File: src/rtl/sevenseg_pkg.sv
// Shared segment constants and the digit-to-pattern decode used by sevenseg.
// Patterns are active-high in {a,b,c,d,e,f,g} order, a at bit 6.
package sevenseg_pkg;

  localparam int SEG_W = 7;

  localparam logic [SEG_W-1:0] SEG_0     = 7'h7E;
  localparam logic [SEG_W-1:0] SEG_1     = 7'h30;
  localparam logic [SEG_W-1:0] SEG_2     = 7'h6D;
  localparam logic [SEG_W-1:0] SEG_3     = 7'h79;
  localparam logic [SEG_W-1:0] SEG_4     = 7'h33;
  localparam logic [SEG_W-1:0] SEG_5     = 7'h5B;
  localparam logic [SEG_W-1:0] SEG_6     = 7'h5F;
  localparam logic [SEG_W-1:0] SEG_7     = 7'h70;
  localparam logic [SEG_W-1:0] SEG_8     = 7'h7F;
  localparam logic [SEG_W-1:0] SEG_9     = 7'h7B;
  localparam logic [SEG_W-1:0] SEG_A     = 7'h77;
  localparam logic [SEG_W-1:0] SEG_B     = 7'h1F;
  localparam logic [SEG_W-1:0] SEG_C     = 7'h4E;
  localparam logic [SEG_W-1:0] SEG_D     = 7'h3D;
  localparam logic [SEG_W-1:0] SEG_E     = 7'h4F;
  localparam logic [SEG_W-1:0] SEG_F     = 7'h47;
  localparam logic [SEG_W-1:0] SEG_BLANK = 7'h00;

  // Any code not matched (including X/Z in simulation) falls to blank.
  function automatic logic [SEG_W-1:0] seg_decode(input logic [3:0] d, input bit hex_en);
    logic [SEG_W-1:0] pat;
    pat = SEG_BLANK;
    case (d)
      4'd0:  pat = SEG_0;
      4'd1:  pat = SEG_1;
      4'd2:  pat = SEG_2;
      4'd3:  pat = SEG_3;
      4'd4:  pat = SEG_4;
      4'd5:  pat = SEG_5;
      4'd6:  pat = SEG_6;
      4'd7:  pat = SEG_7;
      4'd8:  pat = SEG_8;
      4'd9:  pat = SEG_9;
      4'd10: pat = hex_en ? SEG_A : SEG_BLANK;
      4'd11: pat = hex_en ? SEG_B : SEG_BLANK;
      4'd12: pat = hex_en ? SEG_C : SEG_BLANK;
      4'd13: pat = hex_en ? SEG_D : SEG_BLANK;
      4'd14: pat = hex_en ? SEG_E : SEG_BLANK;
      4'd15: pat = hex_en ? SEG_F : SEG_BLANK;
      default: pat = SEG_BLANK;
    endcase
    return pat;
  endfunction

endpackage

File: src/rtl/sevenseg_rom.sv
// Combinational digit decode; polarity and registering live in the top.
import sevenseg_pkg::*;

module sevenseg_rom #(
  parameter bit HEX_EN = 1'b0
) (
  input  logic [3:0]       in,
  output logic [SEG_W-1:0] pattern
);

  always_comb begin
    pattern = seg_decode(in, HEX_EN);
  end

endmodule

File: src/rtl/sevenseg.sv
// Registered 7-segment driver: decode, optional inversion for common-anode
// parts, then an async-reset output register that resets to blank.
import sevenseg_pkg::*;

module sevenseg #(
  parameter bit HEX_EN     = 1'b0,
  parameter bit ACTIVE_LOW = 1'b0
) (
  input  logic             clk,
  input  logic             rst_n,
  input  logic [3:0]       in,
  output logic [SEG_W-1:0] out
);

  localparam logic [SEG_W-1:0] POL_MASK  = ACTIVE_LOW ? 7'h7F : 7'h00;
  localparam logic [SEG_W-1:0] RST_VALUE = SEG_BLANK ^ POL_MASK;

  logic [SEG_W-1:0] pattern;
  logic [SEG_W-1:0] next_out;

  sevenseg_rom #(
    .HEX_EN (HEX_EN)
  ) u_rom (
    .in      (in),
    .pattern (pattern)
  );

  // Inversion is applied before the register so out never shows the raw pattern.
  always_comb begin
    next_out = pattern ^ POL_MASK;
  end

  always_ff @(posedge clk or negedge rst_n) begin
    if (!rst_n) begin
      out <= RST_VALUE;
    end else begin
      out <= next_out;
    end
  end

endmodule

File: config.mk
export PLATFORM = sky130hd
export DESIGN_NAME = sevenseg
export DESIGN_NICKNAME = d
export VERILOG_FILES = /design/src/rtl/sevenseg_pkg.sv /design/src/rtl/sevenseg_rom.sv /design/src/rtl/sevenseg.sv
export SDC_FILE = /design/constraint.sdc
export NUM_CORES = 1
export LEC_CHECK = 0
export ABC_AREA = 1
export CORE_AREA = 2 2 39 41
export DETAILED_ROUTE_END_ITERATION = 12
export DIE_AREA = 0 0 41 43
export HOLD_SLACK_MARGIN = 0.15
export PLACE_DENSITY = 0.51
export SLEW_MARGIN = 20
export SYNTH_ARGS = -nofsm -noshare
export SYNTH_HDL_FRONTEND = slang
export SYNTH_SLANG_ARGS = --single-unit
File: constraint.sdc
create_clock -name clk -period 0.85 [get_ports clk]
set_input_delay 0.2125 -clock clk [delete_from_list [all_inputs] [get_ports clk]]
set_output_delay 0.2125 -clock clk [all_outputs]
set_load 0.03 [all_outputs]
# Word level (Yosys, flattened, before mapping)

Memory sizes are Yosys's and may differ from the RTL's. A register that Yosys moved wholly into a read port is not among the register bits.
Index checks and enable logic that the tools add are counted.

Word-level logic and storage cells: 2
Input port bits: 6
Output and inout port bits: 7
Memories: 1
Register bits after elaboration: 0
Bits in read-only memories: 112

Reduce and logical (&&, ||, !) cells: 1

Memories:

| name             | depth | bits a word | read ports | clocked after memory_dff | write ports | line               | text |
|---|---|---|---|---|---|---|---|
| (name not given) | 16    | 7           | 1          | 1                        | 0           | sevenseg_pkg.sv:29 | `case (d)` |

Operators with widths:

| operator        | count |
|---|---|
| 1-bit zero test | 1 |

# Depth between registers and ports, before layout

Gate-level depths: netlist of the first run.

Word-level depth: 1
Depth in mapped cells: 7
Depth with buffers taken out: 7

# Cells and area by module

From an unflattened synthesis of the first run, not the netlist that was laid out.

Cell total of the unflattened synthesis: 46
Area total of the unflattened synthesis: 385.4 sq um

By module, submodules not included:

| module       | times used | sequential area each (sq um) | cells each | area an instance (sq um) |
|---|---|---|---|---|
| sevenseg_rom | 1          | 0.0                          | 39         | 210.2 |
| sevenseg     | 1          | 175.2                        | 7          | 175.2 |

# Worst setup path after synthesis of the first run

No wires, ideal clock.

Kind: in2reg
Start point: in in[0]
End point: reg out[3]
Slack: -14 ps
Required time: 731 ps
Arrival: 745 ps
Setup time: 119 ps
Buffers on the path: 0
Stages: 6
Path through: inv_1 ha_1 nand2_1 nand2_1 nand2_1 nand2_1

RTL lines:

| what            | line           | text |
|---|---|---|
| start, declared | sevenseg.sv:11 | `input logic [3:0] in,` |
| end, declared   | sevenseg.sv:12 | `output logic [SEG_W-1:0] out` |

# Worst setup path after layout of the first run

Start point: reg out[2]
End point: out out[2]

No word-level cell between the ends.

==> results_dict.tcl, run 1 <==
set metrics [dict create \
    ys_seq_area_frac 0.4545 \
    post-route-worst-setup-slack_ns -0.1108 \
    final_antenna_net_count 0 \
    crit_path_top_delay_cell "sky130_fd_sc_hd__dfrtp_1" \
    dr.pass1.iters 1 \
    io_buffer_count 12 \
    antenna_found_initial 0 \
    postRouteWirelength_um 627 \
    min-delay-path-class "in2async" \
    grt_max_degree 8 \
    drc_violations_left 0 \
    post_synth_num_cell_types 7 \
    place.gp.congestion 0.7282 \
    grt_first_pass_wirelength_um 1035 \
    synth_nets 58 \
    io_pins 13 \
    cts.reportedPaths.clkPinSlew_ns 0.05 \
    p_comb_frac 0.276 \
    post_synth.cell_area_avg_um2 8.378 \
    synthesis.area_um2 385.4 \
    pwr-share-clk 0.313 \
    cellPowerDensity_nw_per_um2 1483 \
    die_width_um 41 \
    reg.largest.list "out: 7 flops" \
    synthCells 46 \
    cp.arrival_ns 0.75 \
    timing.critical_path.buf_inv 1 \
    period_share 1.130 \
    yosys_warnings 0 \
    yosys_register_bits 7 \
    finish.net_count 79 \
    peak_fanout_along_the_critical_path 1 \
    ws_path_type "reg2out" \
    path_cells "buf_6" \
    clock_tree.buffer_depth 2 \
    report.final.slew_viol_count 0 \
    layout-drive-gt1-share 0.3788 \
    grt_pass1_vias 285 \
    hold_buf_cts 0 \
    status "complete, but fails checks" \
    antenna_cells 0 \
    areaGrowthSynthToFinish_pct 59.09 \
    switching_share 0.2817 \
    cp_top_family "flip-flops" \
    largest_reg_flops 7 \
    sequentialPowerShare 0.411 \
    vias_per_instance 3.780 \
    worst_setup_path_start_kind "flop" \
    endpoint_kind "primary output" \
    track_usage 0.08954 \
    core_area_um2 1384 \
    final_hold_viol_count 0 \
    final-setup-viol-count 7 \
    post_drt_wl_per_cell_um 7.646 \
    start_util 0.2785 \
    cts_tree "done" \
    max_flop_register "out" \
    area_of_the_die_um2 1763 \
    htreeDepth 1 \
    rsz0062_at_grt "true" \
    worst_ir_drop_vdd_mv 0.3655 \
    timing.critical_path.required_ns 0.64 \
    postPlaceCellArea_um2 538.0 \
    slew_headroom 0.8093 \
    internal-power_uw 653.1 \
    max_cap_viol_count 0 \
    grt.overflow.total 0 \
    violated_checks "setup timing" \
    number_of_cell_rows 14 \
    design_area_um2 613.1 \
    post-cts-setup-buffers 0 \
    vias 310 \
    hpwl_um 535.1 \
    drt_iter0_drc 0 \
    worst_stage_delay_on_the_critical_path_ns 0.37 \
    power.static_leakage_nw 0.3551 \
    max_freq_ghz 1.041 \
    p_sw_uw 256.1 \
    numCtsBuffers 3 \
    timing.final.crit_period_ns 0.9608 \
    tightestPinTransition_ns 0.2851 \
    clkSinkCount 7 \
    clk_root_buffer_cell "sky130_fd_sc_hd__clkbuf_4" \
    die_boundary_height_um 43 \
    dp_slack_ns -0.5439 \
]
## per-layer routing
metal / wire (µm) / global-route usage
met4: 0 / 0.1000
met5: 0 / 0
met3: 49 / 0.01571
met1: 269 / 0.09385
met2: 308 / 0.1313
## cell usage after synthesis (all sizes together)
library cell	number	area, µm²
nand3	1	10.01
dfrtp	7	175.2
inv	7	26.28
nand2	25	98.84
ha	6	75.07
## cells by family after synthesis
group / after synthesis / synth area share
adder cells (fa/ha/maj): 6 / 0.1948
buffers and inverters: 7 / 0.06819
flip-flops: 7 / 0.4546
AND/OR/NAND/NOR: 26 / 0.2825
## final cells by class
type                    count  area, µm²
fillers                   139      770.7
multi-input cells          32      198.9
flip-flops and latches      7      175.2
repair buffers             16      163.9
inverters                   7      28.78
clock buffers               4      26.28
well taps                  16      20.02
## final timing paths
check                            startpoint          endpoint  slack (ns)  cells after the start
max in group asynchronous             rst_n  out[5]$_DFF_PN0_        0.41                      1
min in group clk                      in[3]  out[2]$_DFF_PN0_        0.33                      4
worst max-delay path       out[2]$_DFF_PN0_            out[2]       -0.11                      1
worst min-delay path                  rst_n  out[1]$_DFF_PN0_        0.22                      1
## cells in the final DEF (no fill, tap or decap)
| cell type | instances |
|---|---|
| sky130_fd_sc_hd__dlymetal6s2s_1 | 1 |
| sky130_fd_sc_hd__inv_4 | 1 |
| sky130_fd_sc_hd__clkbuf_1 | 1 |
| sky130_fd_sc_hd__clkdlybuf4s50_1 | 1 |
| sky130_fd_sc_hd__nand2_2 | 3 |
| sky130_fd_sc_hd__nand2_1 | 22 |
| sky130_fd_sc_hd__clkbuf_2 | 1 |
| sky130_fd_sc_hd__inv_2 | 3 |
| sky130_fd_sc_hd__ha_4 | 1 |
| sky130_fd_sc_hd__clkbuf_4 | 3 |
| sky130_fd_sc_hd__dlygate4sd2_1 | 1 |
| sky130_fd_sc_hd__dfrtp_1 | 7 |
| sky130_fd_sc_hd__nand3_2 | 1 |
| sky130_fd_sc_hd__clkdlybuf4s15_2 | 1 |
| sky130_fd_sc_hd__buf_4 | 2 |
| sky130_fd_sc_hd__ha_1 | 5 |
| sky130_fd_sc_hd__buf_6 | 9 |
| sky130_fd_sc_hd__inv_1 | 3 |
## per-stage QoR
step                hold slack (ns)  setup TNS [ns]  instances  power [mW]  utilization
finish                       0.2150         -0.7339         82      0.9092       0.4430
global route                 0.2249         -0.9440         82      0.9689       0.4430
CTS                          0.2172         -0.8312         82      0.9218       0.4322
detailed placement           0.4807          -3.380         78      0.6025       0.3888
global placement             0.4815          -3.374         78      0.6028       0.3888
floorplan                  -0.08309               0         46      0.4966            -
## power by group through the flow
stage	combinational, mW	clock [mW]	sequential (mW)
2_1_floorplan	0.0634	0	0.433
3_3_place_gp	0.229	0	0.373
3_5_place_dp	0.229	0	0.374
4_1_cts	0.247	0.301	0.374
5_1_grt	0.279	0.314	0.376
6_report	0.251	0.284	0.374
## repair_timing
action / CTS / global route
endpoints found under the setup margin: 14 / 13
resized for setup: 15 / 5
pin swaps: 1 / 0
No activity file was read; power rests on OpenSTA's default activity.
==> inputs of run 2 (changes only) <==
--- a/config.mk
+++ b/config.mk
@@ -10,8 +10,7 @@
 export DETAILED_ROUTE_END_ITERATION = 12
 export DIE_AREA = 0 0 41 43
 export HOLD_SLACK_MARGIN = 0.15
-export PLACE_DENSITY = 0.51
-export SLEW_MARGIN = 20
+export PLACE_DENSITY = 0.63
 export SYNTH_ARGS = -nofsm -noshare
 export SYNTH_HDL_FRONTEND = slang
 export SYNTH_SLANG_ARGS = --single-unit
==> constraint.sdc (replaced) <==
create_clock -name clk -period 1.02 [get_ports clk]
set_input_delay 0.255 -clock clk [delete_from_list [all_inputs] [get_ports clk]]
set_output_delay 0.255 -clock clk [all_outputs]
set_load 0.03 [all_outputs]
==> results_dict.tcl, run 2 (synthesis results as in run 1) <==
set metrics [dict create \
    drt_iter0_drc 2 \
    layout-drive-gt1-share 0.3182 \
    max_flop_register "out" \
    cts.reportedPaths.clkPinSlew_ns 0.05 \
    area_of_the_die_um2 1763 \
    post-route-worst-setup-slack_ns 0.02113 \
    hpwl_um 459.7 \
    die_boundary_height_um 43 \
    switching_share 0.2794 \
    post-cts-setup-buffers 0 \
    largest_reg_flops 7 \
    p_comb_frac 0.264 \
    io_buffer_count 12 \
    fillCellCount 140 \
    crit_path_top_delay_cell "sky130_fd_sc_hd__dfrtp_1" \
    number_of_cell_rows 14 \
    hold_buf_cts 0 \
    postPlaceCellArea_um2 538.0 \
    grt_first_pass_wirelength_um 945 \
    worst_stage_delay_on_the_critical_path_ns 0.36 \
    design_area_um2 590.6 \
    clock_tree.buffer_depth 2 \
    grt_pass1_vias 251 \
    clkSinkCount 7 \
    internal-power_uw 539.1 \
    finish.net_count 79 \
    antenna_found_initial 0 \
    final_antenna_net_count 0 \
    min-delay-path-class "in2async" \
    core_area_um2 1384 \
    cp.arrival_ns 0.74 \
    dr.pass1.iters 2 \
    final.setup.tns_ns 0 \
    track_usage 0.08258 \
    cp_top_family "flip-flops" \
    finish.utilization 0.4268 \
    report.final.slew_viol_count 0 \
    grt.overflow.total 0 \
    htreeDepth 1 \
    grt_max_degree 8 \
    post_drt_wl_per_cell_um 6.610 \
    pwr-share-clk 0.320 \
    clk_root_buffer_cell "sky130_fd_sc_hd__clkbuf_4" \
    timing.critical_path.required_ns 0.76 \
    worst_setup_path_start_kind "flop" \
    mostFrequentLayoutCell "sky130_fd_sc_hd__nand2_1" \
    cellPowerDensity_nw_per_um2 1267 \
    vias_per_instance 3.622 \
    ws_path_type "reg2out" \
    sequentialPowerShare 0.416 \
    place.gp.congestion 0.7213 \
    dp_slack_ns -0.4101 \
    vias 297 \
    max_cap_viol_count 0 \
    slew_headroom 0.8066 \
    postRouteWirelength_um 542 \
    path_cells "buf_6" \
    period_share 0.9793 \
    final_cell_count_no_fill 82 \
    peak_fanout_along_the_critical_path 1 \
    final_hold_viol_count 0 \
    numCtsBuffers 3 \
    power.static_leakage_nw 0.3522 \
    cts_tree "done" \
    rsz0062_at_grt "true" \
    p_sw_uw 209.1 \
    antenna_cells 0 \
    start_util 0.2785 \
    final-setup-viol-count 0 \
    timing.final.crit_period_ns 0.9989 \
    tightestPinTransition_ns 0.2892 \
    drc_violations_left 0 \
    io_pins 13 \
    worst_ir_drop_vdd_mv 0.3199 \
    timing.critical_path.buf_inv 1 \
    post-place-cells 78 \
    most-common-layout-cells "sky130_fd_sc_hd__nand2_1 (23), sky130_fd_sc_hd__dfrtp_1 (7), sky130_fd_sc_hd__buf_6 (7)" \
    endpoint_kind "primary output" \
    reg.largest.list "out: 7 flops" \
    die_width_um 41 \
    areaGrowthSynthToFinish_pct 53.25 \
    max_freq_ghz 1.001 \
    status "finished, final reports clean" \
]
-- run 2: cell types whose count changed in the layout (fill, tap and decap cells not counted), sizes merged --
cell,delta
clkbuf,-1
clkdlybuf4s15,-1
clkdlybuf4s50,+1
dlygate4sd2,+1
-- run 2: power by group through the flow --
stage,Sequential [mW],Combinational [mW],Clock (mW)
2_1_floorplan,0.361,0.0523,0
3_3_place_gp,0.311,0.188,0
3_5_place_dp,0.311,0.188,0
4_1_cts,0.311,0.201,0.253
5_1_grt,0.313,0.222,0.259
6_report,0.311,0.198,0.239
-- run 2: path summary, 6_finish.rpt --
check | startpoint | slack [ns] | depth (start not counted) | endpoint
max | out[4]$_DFF_PN0_ | 0.02 | 1 | out[4]
min | rst_n | 0.26 | 1 | out[0]$_DFF_PN0_
max in group asynchronous | rst_n | 0.54 | 1 | out[6]$_DFF_PN0_
min in group clk | in[2] | 0.41 | 4 | out[5]$_DFF_PN0_
-- run 2: area by class of cell --
type	instances	area (µm²)	share of cell area
clock buffers	4	26.28	0.04449
inverters	7	26.28	0.04449
multi-input cells	32	183.9	0.3114
flip-flops and latches	7	175.2	0.2966
well taps	16	20.02	0.03390
repair buffers	16	158.9	0.2691
-- run 2: timing repair --
item | 4_1_cts | 5_1_grt
endpoints found under the setup margin | 14 | 11
cloned | 0 | 0
gates resized for setup | 11 | 1
endpoints found under the hold margin | 0 | 0
-- run 2: per-layer routing --
metal,global-route usage,vias to the layer above,part of all wire
li1,-,175,-
met1,0.09740,109,0.41
met2,0.1063,13,0.48
met3,0.01571,0,0.11
met4,0.1000,0,0
met5,0,-,0
-- run 2: through the flow --
stage / total power [mW] / hold WS (ns)
3_3_place_gp: 0.4992 / 0.5209
6_report: 0.7481 / 0.2575
5_1_grt: 0.7937 / 0.2811
4_1_cts: 0.7658 / 0.2587
3_5_place_dp: 0.4988 / 0.5246
2_1_floorplan: 0.4134 / -0.04059
==> inputs of run 3 (changes only) <==
--- a/config.mk
+++ b/config.mk
@@ -9,7 +9,9 @@
 export CORE_AREA = 2 2 39 41
 export DETAILED_ROUTE_END_ITERATION = 12
 export DIE_AREA = 0 0 41 43
+export GPL_ROUTABILITY_DRIVEN = 0
 export HOLD_SLACK_MARGIN = 0.15
+export MAX_ROUTING_LAYER = met4
 export PLACE_DENSITY = 0.63
 export SYNTH_ARGS = -nofsm -noshare
 export SYNTH_HDL_FRONTEND = slang
==> results_dict.tcl, run 3 (synthesis results as in run 1) <==
set metrics [dict create \
    timing.critical_path.buf_inv 1 \
    period_share 0.9794 \
    drc_violations_left 0 \
    cts.reportedPaths.clkPinSlew_ns 0.05 \
    final_hold_viol_count 0 \
    numCtsBuffers 3 \
    number_of_cell_rows 14 \
    dr.pass1.iters 2 \
    grt_util_met3 0.01571 \
    htreeDepth 1 \
    track_usage 0.08462 \
    worst_setup_path_start_kind "flop" \
    vias_per_instance 3.646 \
    post_drt_wl_per_cell_um 6.573 \
    final.setup.tns_ns 0 \
    min-delay-path-class "in2async" \
    grt_pass1_vias 252 \
    fraction_of_met2_tracks_used_by_global_routing 0.1063 \
    clkSinkCount 7 \
    setup.worst_path.start "out[6]$_DFF_PN0_" \
    worst_ir_drop_vdd_mv 0.3201 \
    timing.critical_path.required_ns 0.76 \
    hpwl_um 459.7 \
    hold_ws_ns 0.2587 \
    max_cap_viol_count 0 \
    final-setup-viol-count 0 \
    finish.utilization 0.4268 \
    path_cells "buf_6" \
    io_pins 13 \
    area_of_the_die_um2 1763 \
    hold_buf_cts 0 \
    cts_tree "done" \
    dp_slack_ns -0.4101 \
    post-place-cells 78 \
    mostFrequentLayoutCell "sky130_fd_sc_hd__nand2_1" \
    max_flop_register "out" \
    peak_fanout_along_the_critical_path 1 \
    cp_top_family "flip-flops" \
    clock_tree.buffer_depth 2 \
    die_width_um 41 \
    antenna_found_initial 0 \
    grt_first_pass_wirelength_um 945 \
    endpoint_kind "primary output" \
    ws_path_type "reg2out" \
    postRouteWirelength_um 539 \
    slew_headroom 0.8066 \
    postPlaceCellArea_um2 538.0 \
    layout-drive-gt1-share 0.3182 \
    vias 299 \
    grt_max_degree 8 \
    tightestPinTransition_ns 0.2892 \
    most-common-layout-cells "sky130_fd_sc_hd__nand2_1 (23), sky130_fd_sc_hd__dfrtp_1 (7), sky130_fd_sc_hd__buf_6 (7)" \
    drt_iter0_drc 2 \
    crit_path_top_delay_cell "sky130_fd_sc_hd__dfrtp_1" \
    core_area_um2 1384 \
    antenna_cells 0 \
    design_area_um2 590.6 \
    use_met1 0.09740 \
    max_freq_ghz 1.001 \
    worst_stage_delay_on_the_critical_path_ns 0.37 \
    grt.busiest_layer "met2" \
    timing.final.crit_period_ns 0.9990 \
    start_util 0.2785 \
    post-route-worst-setup-slack_ns 0.02097 \
    finish.net_count 79 \
    final_antenna_net_count 0 \
    reg.largest.list "out: 7 flops" \
    grt.overflow.total 0 \
    largest_reg_flops 7 \
    report.power.total_uw 746.9 \
    die_boundary_height_um 43 \
    clk_root_buffer_cell "sky130_fd_sc_hd__clkbuf_4" \
    cellPowerDensity_nw_per_um2 1265 \
    areaGrowthSynthToFinish_pct 53.25 \
    power.static_leakage_nw 0.3522 \
    final_cell_count_no_fill 82 \
    io_buffer_count 12 \
    status "finished, final reports clean" \
    report.final.slew_viol_count 0 \
    rsz0062_at_grt "true" \
    cp.arrival_ns 0.74 \
]
-- run 3: area by class of cell --
type                    count  area, µm²
inverters                   7      26.28
flip-flops and latches      7      175.2
clock buffers               4      26.28
repair buffers             16      158.9
multi-input cells          32      183.9
well taps                  16      20.02
fillers                   140      793.3
-- run 3: what timing repair did --
item,in CTS,in global routing
setup buffers,0,0
setup endpoints to repair,14,11
gates resized for setup,11,1
-- run 3: routing by layer --
metal | part of all wire | vias to the layer above
met4 | 0.017 | 0
met2 | 0.47 | 13
met5 | 0 | -
li1 | - | 175
met3 | 0.11 | 2
met1 | 0.40 | 109
-- run 3: path summary, 6_finish.rpt --
| check | endpoint | cells past startpoint |
|---|---|---|
| min in group clk | out[5]$_DFF_PN0_ | 4 |
| max in group asynchronous | out[6]$_DFF_PN0_ | 1 |
| hold / removal | out[0]$_DFF_PN0_ | 1 |
| setup / recovery | out[6] | 1 |
-- run 3: where the power goes --
part | total (mW) | internal [mW] | switching (mW)
Clock | 0.238 | 0.148 | 0.0898
Combinational | 0.198 | 0.0888 | 0.109
Sequential | 0.311 | 0.302 | 0.00941
Total | 0.747 | 0.539 | 0.208
